### config.mk
export PLATFORM = sky130hd
export DESIGN_NAME = dmem_arbiter
export DESIGN_NICKNAME = d
export VERILOG_FILES = /design/src/rtl/dmem_arbiter.sv
export SDC_FILE = /design/constraint.sdc
export NUM_CORES = 1
export LEC_CHECK = 0
export CAP_MARGIN = 20
export CORE_ASPECT_RATIO = 1.1
export CORE_MARGIN = 2
export CORE_UTILIZATION = 45
export DETAILED_ROUTE_END_ITERATION = 10
export GPL_TIMING_DRIVEN = 0
export PLACE_DENSITY = 0.77
export SLEW_MARGIN = 40
export SYNTH_ARGS = -nofsm -noshare
export SYNTH_HDL_FRONTEND = slang
export SYNTH_SLANG_ARGS = --single-unit
### constraint.sdc
create_clock -name clk -period 7.7 [get_ports clk]
set_input_delay 1.54 -clock clk [delete_from_list [all_inputs] [get_ports clk]]
set_output_delay 1.54 -clock clk [all_outputs]
set_load 0.03 [all_outputs]
### src/rtl/dmem_arbiter.sv
// Data-memory port arbiter: CPU has combinational priority, secondary word commands queue in a FIFO.
// Optional starvation guard (cpu_hold) is built only when DMEM_ARB_STARVE_EN is defined.
module dmem_arbiter #(
    parameter int FIFO_DEPTH = 4,
    parameter int MAX_WAIT   = 8
) (
    input  logic                          clk,
    input  logic                          rst,
    input  logic                          cpu_cs,
    input  logic                          cpu_r,
    input  logic                          cpu_w,
    input  logic [31:0]                   cpu_addr,
    input  logic [31:0]                   cpu_wdata,
    input  logic [7:0]                    cpu_mode,
    output logic [31:0]                   cpu_rdata,
    output logic                          cpu_hold,
    input  logic                          s_req_valid,
    output logic                          s_req_ready,
    input  logic                          s_req_we,
    input  logic [31:0]                   s_req_addr,
    input  logic [31:0]                   s_req_wdata,
    output logic                          s_rsp_valid,
    output logic [31:0]                   s_rsp_rdata,
    output logic [$clog2(FIFO_DEPTH):0]   s_pending,
    output logic                          m_ena,
    output logic                          m_rena,
    output logic                          m_wena,
    output logic [31:0]                   m_addr,
    output logic [31:0]                   m_wdata,
    output logic [7:0]                    m_mode,
    input  logic [31:0]                   m_rdata
);

    localparam int AW = $clog2(FIFO_DEPTH);

    // Access-flag bits in {Lbu,Lhu,Lh,Lb,Sb,Sh,Sw,Lw} order.
    localparam logic [7:0] MODE_SW = 8'h02;
    localparam logic [7:0] MODE_LW = 8'h01;

    localparam logic [1:0] GNT_IDLE = 2'd0;
    localparam logic [1:0] GNT_CPU  = 2'd1;
    localparam logic [1:0] GNT_SEC  = 2'd2;
    localparam logic [1:0] GNT_HOLD = 2'd3;

    logic              fifo_we    [FIFO_DEPTH];
    logic [31:0]       fifo_addr  [FIFO_DEPTH];
    logic [31:0]       fifo_wdata [FIFO_DEPTH];
    logic [AW-1:0]     wr_ptr;
    logic [AW-1:0]     rd_ptr;
    logic [AW:0]       count;
    logic              full;
    logic              empty;
    logic              push;
    logic              pop;
    logic              head_we;
    logic [31:0]       head_addr;
    logic [31:0]       head_wdata;
    logic [1:0]        grant;
    logic              hold_q;

    assign full        = (count == (AW+1)'(FIFO_DEPTH));
    assign empty       = (count == '0);
    assign s_req_ready = !full && !rst;
    assign push        = s_req_valid && s_req_ready;
    assign s_pending   = count;
    assign cpu_hold    = hold_q;

    assign head_we    = fifo_we[rd_ptr];
    assign head_addr  = fifo_addr[rd_ptr];
    assign head_wdata = fifo_wdata[rd_ptr];

    // Storage needs no reset; occupancy alone decides what is valid.
    always_ff @(posedge clk) begin
        if (push) begin
            fifo_we[wr_ptr]    <= s_req_we;
            fifo_addr[wr_ptr]  <= s_req_addr;
            fifo_wdata[wr_ptr] <= s_req_wdata;
        end
    end

    always_ff @(posedge clk or posedge rst) begin
        if (rst) begin
            wr_ptr <= '0;
            rd_ptr <= '0;
            count  <= '0;
        end else begin
            if (push) wr_ptr <= wr_ptr + AW'(1);
            if (pop)  rd_ptr <= rd_ptr + AW'(1);
            case ({push, pop})
                2'b10:   count <= count + (AW+1)'(1);
                2'b01:   count <= count - (AW+1)'(1);
                default: count <= count;
            endcase
        end
    end

    always_comb begin
        grant = GNT_IDLE;
        if (rst)
            grant = GNT_IDLE;
        else if (hold_q && !empty)
            grant = GNT_HOLD;
        else if (cpu_cs)
            grant = GNT_CPU;
        else if (!empty)
            grant = GNT_SEC;
    end

    assign pop = (grant == GNT_HOLD) || (grant == GNT_SEC);

    // Secondary accesses are always word-aligned; the low two address bits are dropped.
    always_comb begin
        m_ena     = 1'b0;
        m_rena    = 1'b0;
        m_wena    = 1'b0;
        m_addr    = 32'h0;
        m_wdata   = 32'h0;
        m_mode    = 8'h0;
        cpu_rdata = 32'h0;
        case (grant)
            GNT_CPU: begin
                m_ena     = cpu_cs;
                m_rena    = cpu_r;
                m_wena    = cpu_w;
                m_addr    = cpu_addr;
                m_wdata   = cpu_wdata;
                m_mode    = cpu_mode;
                cpu_rdata = m_rdata;
            end
            GNT_SEC, GNT_HOLD: begin
                m_ena   = 1'b1;
                m_wena  = head_we;
                m_rena  = !head_we;
                m_addr  = head_addr & 32'hFFFF_FFFC;
                m_wdata = head_wdata;
                m_mode  = head_we ? MODE_SW : MODE_LW;
            end
            default: ;
        endcase
    end

    always_ff @(posedge clk or posedge rst) begin
        if (rst) begin
            s_rsp_valid <= 1'b0;
            s_rsp_rdata <= 32'h0;
        end else begin
            s_rsp_valid <= pop && !head_we;
            if (pop && !head_we)
                s_rsp_rdata <= m_rdata;
        end
    end

`ifdef DMEM_ARB_STARVE_EN
    localparam int WW = $clog2(MAX_WAIT + 1);

    logic [WW-1:0] wait_cnt;

    // The hold lasts a single cycle; the HOLD grant in that cycle empties the counter again.
    always_ff @(posedge clk or posedge rst) begin
        if (rst) begin
            wait_cnt <= '0;
            hold_q   <= 1'b0;
        end else begin
            hold_q <= 1'b0;
            if (empty || pop) begin
                wait_cnt <= '0;
            end else if (cpu_cs && !hold_q && (wait_cnt != WW'(MAX_WAIT))) begin
                wait_cnt <= wait_cnt + WW'(1);
                if (wait_cnt == WW'(MAX_WAIT - 1))
                    hold_q <= 1'b1;
            end
        end
    end
`else
    assign hold_q = 1'b0;
`endif

endmodule

==> results of run 1 <==
[flip-flops by register name, summed over array words and instances, names as in the netlist]
name         cells
fifo_addr      120
fifo_wdata     128
s_rsp_valid      1
rd_ptr           2
s_rsp_rdata     32
wr_ptr           2
fifo_we          4
s_pending        3
[cell usage after synthesis]
master and n:
a211oi_1 1, fa_1 1, a22o_1 62, nor3_4 1, dfrtp_1 40, or2_0 1, or2_2 2, xor2_1 3
conb_1 1, and2_1 44, ha_1 5, o21ai_0 2, inv_1 8, a21oi_1 1, buf_2 7, mux2i_1 3
buf_1 1, mux4_2 63, nor3b_1 1, nor2b_1 1, nor2_1 2, mux2_2 32, clkbuf_1 24, buf_4 4
nor3_1 1, edfxtp_1 252, inv_2 1, xnor2_1 3, a21o_1 2, nand2_1 2, mux2_1 2
[worst paths after layout]
| path | cells after the start | endpoint | slack, ns | from |
|---|---|---|---|---|
| worst max-delay path | 7 | m_wdata[5] | 1.61 | rst |
| worst min-delay path | 1 | s_rsp_rdata[20]$_DFFE_PP0P_ | 0.49 | s_rsp_rdata[20]$_DFFE_PP0P_ |
| worst max register to register | 10 | s_pending[2]$_DFFE_PP0P_ | 4.79 | s_pending[0]$_DFFE_PP0P_ |
| worst min register to register | 1 | s_rsp_rdata[20]$_DFFE_PP0P_ | 0.49 | s_rsp_rdata[20]$_DFFE_PP0P_ |
| max in group asynchronous | 4 | s_rsp_rdata[4]$_DFFE_PP0P_ | 5.70 | rst |
| min in group asynchronous | 2 | s_rsp_rdata[19]$_DFFE_PP0P_ | 1.42 | rst |
[metal layers]
metal	global-route usage, %	vias up	part of all wire, %
li1	-	3057	-
met1	24.3	3382	36
met2	37.2	283	52
met3	5.94	41	9.1
met4	6.63	0	2.9
met5	0	-	0
[cells by family after synthesis]
logic type      after synthesis  share of synthesized area (%)
mux                         100                           15.7
other cells                   1                         0.0322
simple gates                 55                           2.95
flops                       292                           73.5
buf+inv                      45                           1.65
compound gates               68                           4.98
fa+ha+maj                     6                          0.708
xor+xnor                      6                          0.451
[where the power goes]
part | leakage [µW] | total, µW | internal, µW | switching [µW]
sequential | 0.00276 | 2080 | 1980 | 96.0
clock | 0.000441 | 1350 | 789 | 558
combinational | 0.00242 | 1930 | 896 | 1030
[per-stage QoR]
step                cell area (µm²)  instances  hold slack, ns  setup slack [ns]
detailed placement            15400       1244           0.482              1.57
global placement              15300       1235           0.471              1.56
CTS                           16400       1294           0.498              1.55
global route                  16400       1294           0.507              1.47
floorplan                     11700        573           0.534              3.25
finish                        16400       1295           0.494              1.61
[layout make-up]
class	instances	area, µm²	share of cell area (%)
inverter	9	33.8	0.207
clock buffer	33	741	4.53
multi-input combinational	236	2910	17.8
tap	346	433	2.65
clock inverter	17	174	1.06
timing repair buffer	325	3330	20.4
antenna	1	2.50	0.0153
buffer	36	161	0.987
sequential	292	8570	52.4
==> impl_metrics.toml, run 1 <==
[timing]
clock_skew_ns = 0.0101
fmax_ghz = 0.164
report.final.slew_viol_count = 0
hold_viol_final = 0
finalSetupTns_ns = 0
post-route-min-period_ns = 6.09
rsz0062_at_grt = "false"
worstMarginPinSlew_ns = 0.724
setup_violations = 0
period_share_pct = 79.0
max-slew-margin-rel_pct = 51.7

[synthesis]
synth_top_area_share_pct = 64.9
postSynthCellCount = 573
synth_nets = 754
synth_largest_area_cell = "edfxtp_1"
avgSynthCellArea_um2 = 20.3
yosysSeqAreaShare_pct = 73.5
synth_area_um2 = 11700
ys_top_cells_by_area = "edfxtp_1 (65%), mux4_2 (12%), dfrtp_1 (8.6%)"
ys_types = 31
yosys_register_bits = 292
ys_warn_count = 0

[die]
core_um2 = 25300
initial_core_util_pct = 46.0
chipWidth_um = 157
num_rows = 61
die_y_um = 173
die_area_um2 = 27200
io_pins = 320

[setup_path]
arrival_ns = 4.55
critPathMostFrequentCell = "clkdlybuf4s50_1"
cpPeakStageDelay_ns = 0.70
worstSetupEndpointType = "primary output"
path_max_fanout = 10
critPathRequiredTime_ns = 6.16
start_kind = "primary input"
crit_buf_inv = 4
path_class = "in -> out"
critPathTopFamily = "buffers and inverters"
path_cells = "clkdlybuf4s50_1 -> or2_2 -> or2_0 -> inv_2 -> clkbuf_1 -> a22o_1 -> clkdlybuf4s50_1"
slowest_stage = "clkdlybuf4s50_1"

[final_layout]
synthToLayoutAreaGrowth_pct = 40.3
fill_cells = 1785
drive_gt1_share_pct = 17.7
nNetsFinal = 1109
layout_common_cells = "clkdlybuf4s50_1 (316), edfxtp_1 (252), mux4_2 (63)"
finish.utilization_pct = 64.6
layout_commonest_cell = "clkdlybuf4s50_1"

[flow_run]
cap_violations = 0

[route]
vias = 6763
vias_per_cell = 5.22
drt_iter0_drc = 361
drc = 0
postRouteAntennaNets = 0
post_drt_wl_per_cell_um = 22.3
drt-total-wl_um = 28900
dr.pass1.iters = 4

[grt]
grt_pass1_vias = 7029
grt_util_all_layers_pct = 20.9
grt_pass1_wl_um = 42400
grt_max_degree = 33
overflow = 0
grt_antenna_before_repair = 1

[placed_design]
gp_congestion = 0.765
port_buffers = 316
dp_hpwl_um = 21000

[clock_network]
cts_root_buf = "clkbuf_16"
cts_hold_buf = 0
cts_inserted_buffers = 28
clock_latency_ns = 0.53
clk_path_buf_depth = 3
cts_resized = 0
cts_setup_buffers = 0
cts_tree = "yes"
cts_max_level = 1
clock_sinks = 292
clkTransAtPathRegs_ns = 0.06

[power_and_ir_drop]
power_leakage_uw = 0.00562
power_density_nw_per_um2 = 327
power.total_uw = 5350
vdd.ir_drop.worst_mv = 0.217

[worst_hold_path]
hp-class = "reg -> reg"

[status]
outcome = "finished clean"
Power figures use the tool's default switching activity.
==> run 2, diff against run 1 <==
Clock period 7.7 ns to 5.8 ns, I/O delays scaled along.
==> results of run 2 <==
The final DEF is identical to that of run 1. Status: finished clean.
Among the figures that moved: setup slack after placement 1.57 ns -> 0.429 ns; setup slack after layout 1.61 ns -> 0.474 ns; register-to-register setup slack 4.79 ns -> 2.89 ns; total power 5350 µW -> 7100 µW; worst IR drop on VDD 0.217 mV -> 0.288 mV
==> run 3, diff against run 2 <==
Settings changed: ABC_CLOCK_PERIOD_IN_PS from default to 5800, CAP_MARGIN 20 to default.
==> results of run 3 <==
The final DEF is identical to that of run 1. Status: finished clean.
Among the figures that moved: setup slack after placement 1.57 ns -> 0.429 ns; setup slack after layout 1.61 ns -> 0.474 ns; register-to-register setup slack 4.79 ns -> 2.89 ns; total power 5350 µW -> 7100 µW; worst IR drop on VDD 0.217 mV -> 0.288 mV
